==> config.mk <==
export PLATFORM = sky130hd
export DESIGN_NAME = dds_channel_scheduler
export DESIGN_NICKNAME = d
export VERILOG_FILES = /design/src/rtl/dds_channel_scheduler.sv
export SDC_FILE = /design/constraint.sdc
export NUM_CORES = 1
export LEC_CHECK = 0
export ABC_AREA = 1
export BUFFER_PORTS_ARGS = -buffer_cell sky130_fd_sc_hd__buf_2
export CAP_MARGIN = 30
export CELL_PAD_IN_SITES_DETAIL_PLACEMENT = 0
export CELL_PAD_IN_SITES_GLOBAL_PLACEMENT = 2
export CORE_AREA = 3 3 159 223
export DETAILED_ROUTE_END_ITERATION = 10
export DIE_AREA = 0 0 162 226
export PLACE_DENSITY_LB_ADDON = 0.1
export SYNTH_ARGS = -nofsm -noshare
export SYNTH_HDL_FRONTEND = slang
export SYNTH_SLANG_ARGS = --single-unit
==> constraint.sdc <==
create_clock -name clk -period 10.3 [get_ports clk]
set_input_delay 1.03 -clock clk [delete_from_list [all_inputs] [get_ports clk]]
set_output_delay 1.03 -clock clk [all_outputs]
set_load 0.02 [all_outputs]
==> src/rtl/dds_channel_scheduler.sv <==
// Time-shares one cordicsine core across NCH DDS channels: each tick walks the enabled channels in
// ascending order, advancing the phase, issuing the angle and capturing the core result (or timing out).
module dds_channel_scheduler #(
  parameter int                 NCH     = 4,
  parameter logic signed [15:0] PI_VAL  = 16'sd12868,
  parameter int                 TIMEOUT = 64,
  localparam int                CW      = $clog2(NCH)
) (
  input  logic              clk,
  input  logic              reset,
  input  logic              tick,
  input  logic              cfg_we,
  input  logic [CW-1:0]     cfg_ch,
  input  logic [15:0]       cfg_inc,
  input  logic              cfg_en,
  input  logic              cfg_clr,
  output logic              core_update,
  output logic [15:0]       core_angle,
  input  logic              core_ready,
  input  logic [15:0]       core_q,
  output logic [NCH*16-1:0] ch_q,
  output logic [NCH-1:0]    ch_valid,
  output logic              round_done,
  output logic              busy,
  output logic              overrun,
  output logic              timeout_err
);

  localparam int               TW   = $clog2(TIMEOUT + 1);
  localparam logic signed [16:0] PI17 = {PI_VAL[15], PI_VAL};

  typedef enum logic [2:0] {S_IDLE, S_SEL, S_ISSUE, S_WAIT, S_DONE} state_t;

  state_t          state_q, state_d;
  logic [15:0]     phase_q [NCH];
  logic [15:0]     inc_q   [NCH];
  logic [15:0]     samp_q  [NCH];
  logic [NCH-1:0]  en_q, pend_q, ch_valid_q;
  logic [CW-1:0]   cur_q;
  logic [15:0]     angle_q;
  logic [TW-1:0]   tmo_cnt_q;
  logic            tmo_err_q;

  logic [CW-1:0]   sel_idx;
  logic            sel_found;
  logic            tmo_hit, wait_exit, rest_empty;

  function automatic logic [15:0] wrap_add(input logic [15:0] p, input logic [15:0] d);
    logic signed [16:0] s;
    s = $signed({p[15], p}) + $signed({d[15], d});
    if (s > PI17)       s = s - (PI17 + PI17);
    else if (s < -PI17) s = s + (PI17 + PI17);
    return s[15:0];
  endfunction

  always_comb begin
    sel_idx   = '0;
    sel_found = 1'b0;
    for (int i = NCH - 1; i >= 0; i--) begin
      if (pend_q[i]) begin
        sel_idx   = CW'(i);
        sel_found = 1'b1;
      end
    end
  end

  assign tmo_hit    = (tmo_cnt_q == TW'(TIMEOUT - 1));
  assign wait_exit  = core_ready || tmo_hit;
  // Skipping the empty trailing SEL keeps a round at n*(2+L)+1 cycles.
  assign rest_empty = ((pend_q & ~(NCH'(1) << cur_q)) == '0);

  always_ff @(posedge clk or posedge reset) begin
    if (reset) state_q <= S_IDLE;
    else       state_q <= state_d;
  end

  always_comb begin
    state_d = state_q;
    unique case (state_q)
      S_IDLE:  if (tick) state_d = (en_q == '0) ? S_DONE : S_SEL;
      S_SEL:   state_d = sel_found ? S_ISSUE : S_DONE;
      S_ISSUE: state_d = S_WAIT;
      S_WAIT:  if (wait_exit) state_d = rest_empty ? S_DONE : S_SEL;
      S_DONE:  state_d = S_IDLE;
      default: state_d = S_IDLE;
    endcase
  end

  always_comb begin
    busy        = (state_q != S_IDLE);
    core_update = (state_q == S_ISSUE);
    round_done  = (state_q == S_DONE);
    overrun     = tick && (state_q != S_IDLE);
    core_angle  = angle_q;
    ch_valid    = ch_valid_q;
    timeout_err = tmo_err_q;
    for (int i = 0; i < NCH; i++) ch_q[16*i +: 16] = samp_q[i];
  end

  always_ff @(posedge clk or posedge reset) begin
    if (reset) begin
      for (int i = 0; i < NCH; i++) begin
        phase_q[i] <= '0;
        inc_q[i]   <= '0;
        samp_q[i]  <= '0;
      end
      en_q       <= '0;
      pend_q     <= '0;
      ch_valid_q <= '0;
      cur_q      <= '0;
      angle_q    <= '0;
      tmo_cnt_q  <= '0;
      tmo_err_q  <= 1'b0;
    end else begin
      ch_valid_q <= '0;
      tmo_err_q  <= 1'b0;
      if (state_q == S_IDLE && tick) pend_q <= en_q;
      if (state_q == S_SEL && sel_found) begin
        cur_q   <= sel_idx;
        angle_q <= wrap_add(phase_q[sel_idx], inc_q[sel_idx]);
      end
      if (state_q == S_ISSUE) tmo_cnt_q <= '0;
      if (state_q == S_WAIT) begin
        tmo_cnt_q <= tmo_cnt_q + TW'(1);
        if (wait_exit) pend_q[cur_q] <= 1'b0;
        if (!core_ready && tmo_hit) tmo_err_q <= 1'b1;
      end
      // Config write follows the ISSUE phase update so a same-cycle clear wins.
      for (int i = 0; i < NCH; i++) begin
        if (state_q == S_ISSUE && cur_q == CW'(i)) phase_q[i] <= angle_q;
        if (state_q == S_WAIT && core_ready && cur_q == CW'(i)) begin
          samp_q[i]     <= core_q;
          ch_valid_q[i] <= 1'b1;
        end
        if (cfg_we && cfg_ch == CW'(i)) begin
          inc_q[i] <= cfg_inc;
          en_q[i]  <= cfg_en;
          if (cfg_clr) phase_q[i] <= '0;
        end
      end
    end
  end

endmodule

==> out/qor.yml, run 1 <==
rsz0062_at_grt: "false"
grt_pass1_wl_um: 61300
cts_tree: "built"
arrival_ps: 5760
fin_ws_ps: 4980
synth_cells: 1489
core_um2: 33400
slowest_stage: "buf_4"
rows: 79
die_w_um: 162
gp_congestion: 0.857
finalCritPeriodShare_pct: 51.6
drv_cap: 0
cts_max_path_buffers: 3
post_cts_buffers: 0
startpoint_type: "register"
portBuffers: 129
drive_above_1_share_pct: 14.7
setup_tns_ps: 0
slew_headroom_pct: 36.4
ys_types: 37
cpPeakStageDelay_ps: 580
wire_per_inst_um: 18.6
antenna_found_initial: 0
cts_sinks: 233
htree_levels: 1
die_area_um2: 36600
worstReg2RegStart: "pend_q[1]$_DFF_PP0_"
nets: 1649
clkSlewWorstSetupHoldPaths_ps: 60
grt_overflow: 0
critPathMaxFanout: 65
final_max_slew_viol_count: 0
cts.repair.resized: 0
grt_max_degree: 94
ys_ff_latch: 233
skew_ps: 14.4
reg2reg_slack_ps: 4980
tightestPinTransition_ps: 953
syn-mean-instance-area_um2: 7.89
reg2reg_to: "core_angle[6]$_DFFE_PP0P_"
hold_viol: 0
synth_seq_area_share_pct: 49.6
area_delta_synth_final_pct: 17.6
io-pin-count: 130
fin_crit_ps: 5320
seqCellArea_um2: 5830
drtPass1Iterations: 5
vias: 10500
place_hpwl_um: 26400
vias_per_cell: 5.12
end_kind: "register"
max_freq_mhz: 188
drtAntennaViolNets: 0
ff2ff_path_depth: 31
synth_nets: 1551
worstPathRequired_ps: 10740
cts_root_buffer: "clkbuf_16"
cts_buffers: 27
finalSetupViolations: 0
worstSetupPathType: "register to register"
fin_hold_ws_ps: 444
yosysWarnings: 0
path_common_cell: "nand2_1"
grt_use_total_pct: 21.1
start_util_pct: 35.2
drtIter0Drc: 676
fillCellCount: 3546
grt_pass1_vias: 10800
hold_path.class: "input port to async pin"
hold_buffers: 0
die_y_um: 226
totalWireLength_um: 38200
multi_input_area_um2: 5120
syn-cell-area_um2: 11800
drc: 0
dpl_worst_slack_ps: 5030
antenna-diode-count: 0
status: "finished, final reports clean"
clk-insertion-delay-late_ps: 570
## cell type report
type / count / share of cell area (%)
Tap cell: 445 / 4.03
Clock inverter: 16 / 1.85
Inverter: 144 / 3.96
Clock buffer: 33 / 5.27
Sequential cell: 233 / 42.2
Multi-Input combinational cell: 1037 / 37.0
Timing Repair Buffer: 144 / 5.68
## critical path: cells and delay by family (launching register included)
| family | cells | cell delay (ps) |
|---|---|---|
| AND/OR/NAND/NOR | 20 | 1720 |
| buffers and inverters | 5 | 1630 |
| adder cells (fa/ha/maj) | 3 | 950 |
| AO/OA/AOI/OAI | 3 | 430 |
| flip-flops | 1 | 420 |
## Yosys cell counts
master	n	share of area [%]
nand2_1	356	11
nand4_1	6	0.32
buf_6	2	0.19
a21oi_1	31	1.3
nor2_4	1	0.096
nand3_2	1	0.085
a221oi_1	49	3.7
a21oi_2	3	0.22
inv_1	132	4.2
nand2_2	10	0.53
xor2_1	11	0.82
nor3_2	1	0.085
nand3_1	80	3.4
inv_2	12	0.38
or2_2	1	0.053
nor3_1	8	0.34
dfrtp_1	233	50
fa_1	1	0.17
o21ai_0	215	9.2
nand3b_1	2	0.13
nand2_4	2	0.19
o31ai_1	4	0.26
o21ai_1	2	0.085
a21boi_0	1	0.064
nor4_1	2	0.11
ha_1	20	2.1
nor2_2	2	0.11
buf_1	1	0.032
clkbuf_1	63	2.0
buf_2	8	0.34
o221a_2	1	0.096
a22oi_1	1	0.064
o21bai_1	1	0.064
nor2_1	176	5.6
o22ai_1	48	2.6
buf_4	1	0.064
a211oi_1	1	0.064
## registers in the layout, summed over array words and instances, names as in the netlist
signal and count:
ch_q 64, ch_valid 4, core_angle 16, cur_q 2
en_q 4, inc_q 64, pend_q 4, phase_q 64
state_q 3, timeout_err 1, tmo_cnt_q 7
## how the worst max path moves through the flow
stage	from	endpoint	slack, ps	depth (start not counted)
after floorplan	reset	ch_q[0]$_DFFE_PP0P_	2880	1
after global placement	pend_q[1]$_DFF_PP0_	core_angle[14]$_DFFE_PP0P_	5130	29
after detailed placement	pend_q[1]$_DFF_PP0_	core_angle[14]$_DFFE_PP0P_	5030	29
after CTS	pend_q[1]$_DFF_PP0_	core_angle[14]$_DFFE_PP0P_	5000	29
after global routing	pend_q[1]$_DFF_PP0_	core_angle[6]$_DFFE_PP0P_	4390	31
final	pend_q[1]$_DFF_PP0_	core_angle[6]$_DFFE_PP0P_	4980	31
## cells in the final DEF, fill, tap and decap left out, drive strengths merged, types with 2 or more instances in the layout
cell type and instances:
nand3 81, nand2 368, nand4 6, buf 144
nor4 2, clkinv 7, inv 146, clkbuf 33
o22ai 48, dfrtp 233, ha 20, o21ai 217
nor2 179, a221oi 49, bufinv 6, o31ai 4
a21oi 34, nor3 9, xor2 11, nand3b 2
## routing by layer
| metal | GRT usage [%] | vias up | routed length (µm) |
|---|---|---|---|
| met3 | 3.63 | 63 | 1840 |
| met2 | 37.1 | 253 | 18800 |
| met4 | 7.16 | 0 | 1130 |
| met1 | 26.2 | 5052 | 16400 |
| li1 | - | 5141 | - |
| met5 | 0 | - | 0 |
## metrics by stage
stage	utilization [%]	cells	area (µm²)
after floorplan	-	1489	11800
after global placement	38.3	2001	12800
after detailed placement	38.4	2003	12800
after CTS	41.4	2052	13800
after global routing	41.4	2052	13800
final	41.4	2052	13800
## kinds of logic (layout without fill, tap and decap cells)
| kind of cell | count (synthesis) | after routing | share of synthesized area (%) |
|---|---|---|---|
| AOI/OAI and AO/OA | 357 | 357 | 17.6 |
| xor gates and xnor gates | 11 | 11 | 0.820 |
| adders and majority gates | 21 | 21 | 2.30 |
| buffers and inverters | 219 | 337 | 7.24 |
| DFF | 233 | 233 | 49.6 |
| and+or+nand+nor | 648 | 648 | 22.4 |
Power of run 1 is left out: the tool's default activity adds up to more than one toggle a clock period on the data nets, which glitch-free logic cannot reach.
==> run 2: changes to the inputs <==
- clock period: 10.3 -> 5 ns (I/O delays scaled with it)
==> run 2 against run 1 <==
- die area did not move
- clock-buffer cell count up 6
- non-clock buffer count up 4
- via count down 0.97%
- fmax grew 25%
- core utilization fell by 0.25 points
- sequential share of layout area grew 0.26 points
- hold slack worse by 350 ps
- final cell count increased by 0.15%
- largest cell class unchanged
- sequential cell count is the same
- first-iteration DRC count decreased by 1.8%
==> out/qor.yml, run 2 (synthesized netlist as in run 1, its figures left out) <==
totalWireLength_um: 37900  # -0.79%
worstPathRequired_ps: 5440  # -5300 ps
fin_ws_ps: 732  # -4250 ps
drv_cap: 0  # unchanged
startpoint_type: "register"
finalCritPeriodShare_pct: 85.4  # +34 points
grt_use_total_pct: 20.9  # -0.20 points
post_cts_buffers: 0  # unchanged
grt_max_degree: 131  # +39%
rsz0062_at_grt: "false"
final_util_pct: 41.1  # -0.25 points
drtAntennaViolNets: 0  # unchanged
hold_path.class: "input port to async pin"
grt_pass1_vias: 10600  # -1.6%
cpPeakStageDelay_ps: 460  # -120 ps
layout_commonest_cell: "nand2_1"
slowest_stage: "fa_1"
fin_crit_ps: 4270  # -1050 ps
start_util_pct: 35.2  # unchanged
clk-insertion-delay-late_ps: 570  # about the same
grt_overflow: 0  # unchanged
hold_viol: 0  # unchanged
rows: 79  # unchanged
die_area_um2: 36600  # unchanged
area_delta_synth_final_pct: 16.9
portBuffers: 129  # unchanged
die_w_um: 162  # unchanged
fillCellCount: 3598  # +1.5%
end_kind: "register"
cts_sinks: 233  # unchanged
htree_levels: 1  # unchanged
io-pin-count: 130  # unchanged
core_um2: 33400  # unchanged
wire_per_inst_um: 18.4  # -0.93%
antenna_found_initial: 2  # +2
nets: 1652  # +0.18%
status: "finished, final reports clean"
drtIter0Drc: 664  # -1.8%
clkSlewWorstSetupHoldPaths_ps: 70  # about the same
cts_root_buffer: "clkbuf_16"
cts_buffers: 26  # -3.7%
drtPass1Iterations: 5  # unchanged
layout_common_cells: "nand2_1, dfrtp_1, o21ai_0"
critPathMaxFanout: 16  # -75%
cts_max_path_buffers: 3  # unchanged
multi_input_area_um2: 5110  # -0.24%
arrival_ps: 4710  # -1050 ps
die_y_um: 226  # unchanged
drive_above_1_share_pct: 14.6  # -0.080 points
path_common_cell: "nand2_1"
hold_buffers: 0  # unchanged
max_freq_mhz: 234  # +25%
finalSetupViolations: 0  # unchanged
worstSetupPathType: "register to register"
vias: 10400  # -0.97%
skew_ps: 21.2  # +6.79 ps
final_max_slew_viol_count: 0  # unchanged
place_hpwl_um: 26400  # -0.11%
seqCellArea_um2: 5830  # unchanged
vias_per_cell: 5.06  # -1.1%
cts.repair.resized: 0  # unchanged
cts_tree: "built"
dpl_worst_slack_ps: 733  # -4300 ps
grt_pass1_wl_um: 60600  # -1.0%
crit_buf_inv: 3  # -2
drc: 0  # unchanged
tightestPinTransition_ps: 957  # +4.18 ps
crit_family: "simple AND/OR/NAND/NOR gates"
gp_congestion: 0.831  # -3.0%
setup_tns_ps: 0  # unchanged
slew_headroom_pct: 36.1  # -0.28 points
-- run 2: cell count changes in the layout (fill, tap and decap cells not counted), moves of 3 or more --
cell	previous run	this run
clkbuf_8	3	8
buf_12	0	3
clkinvlp_4	1	4
bufinv_16	6	0
-- run 2: final timing paths --
| path | startpoint | endpoint | slack (ps) | cells past startpoint |
|---|---|---|---|---|
| worst min register to register | inc_q[58]$_DFFE_PP0P_ | inc_q[58]$_DFFE_PP0P_ | 480 | 2 |
| max in group asynchronous | reset | ch_q[57]$_DFFE_PP0P_ | 3710 | 3 |
| worst max-delay path | pend_q[1]$_DFF_PP0_ | core_angle[14]$_DFFE_PP0P_ | 730 | 26 |
| min in group clk | core_ready | timeout_err$_DFF_PP0_ | 150 | 2 |
| worst max register to register | pend_q[1]$_DFF_PP0_ | core_angle[14]$_DFFE_PP0P_ | 730 | 26 |
| worst min-delay path | reset | inc_q[11]$_DFFE_PP0P_ | 90 | 2 |
-- run 2: layout make-up --
class	instances	area share, %
clock inverters	8	0.528
multi-input cells	1037	37.2
clock buffers	39	5.67
flip-flops and latches	233	42.4
well taps	445	4.05
repair buffers	148	6.15
inverters	144	3.96
diodes	1	0.0182
-- run 2: stage by stage --
step / cell area [µm²] / hold WS, ps / instances
after global routing: 13700 / 138 / 2055
after CTS: 13700 / 98.9 / 2054
final: 13700 / 91.5 / 2055
after detailed placement: 12900 / 468 / 2007
after global placement: 12900 / 461 / 2006
after floorplan: 11800 / 448 / 1489
-- run 2: per-layer routing --
metal / part of all wire (%) / global-route usage, %
met5: 0.018 / 0
met3: 5.0 / 3.56
met4: 2.1 / 5.84
met1: 43 / 26.8
met2: 50 / 36.5
Power of run 2 is left out for the same reason.
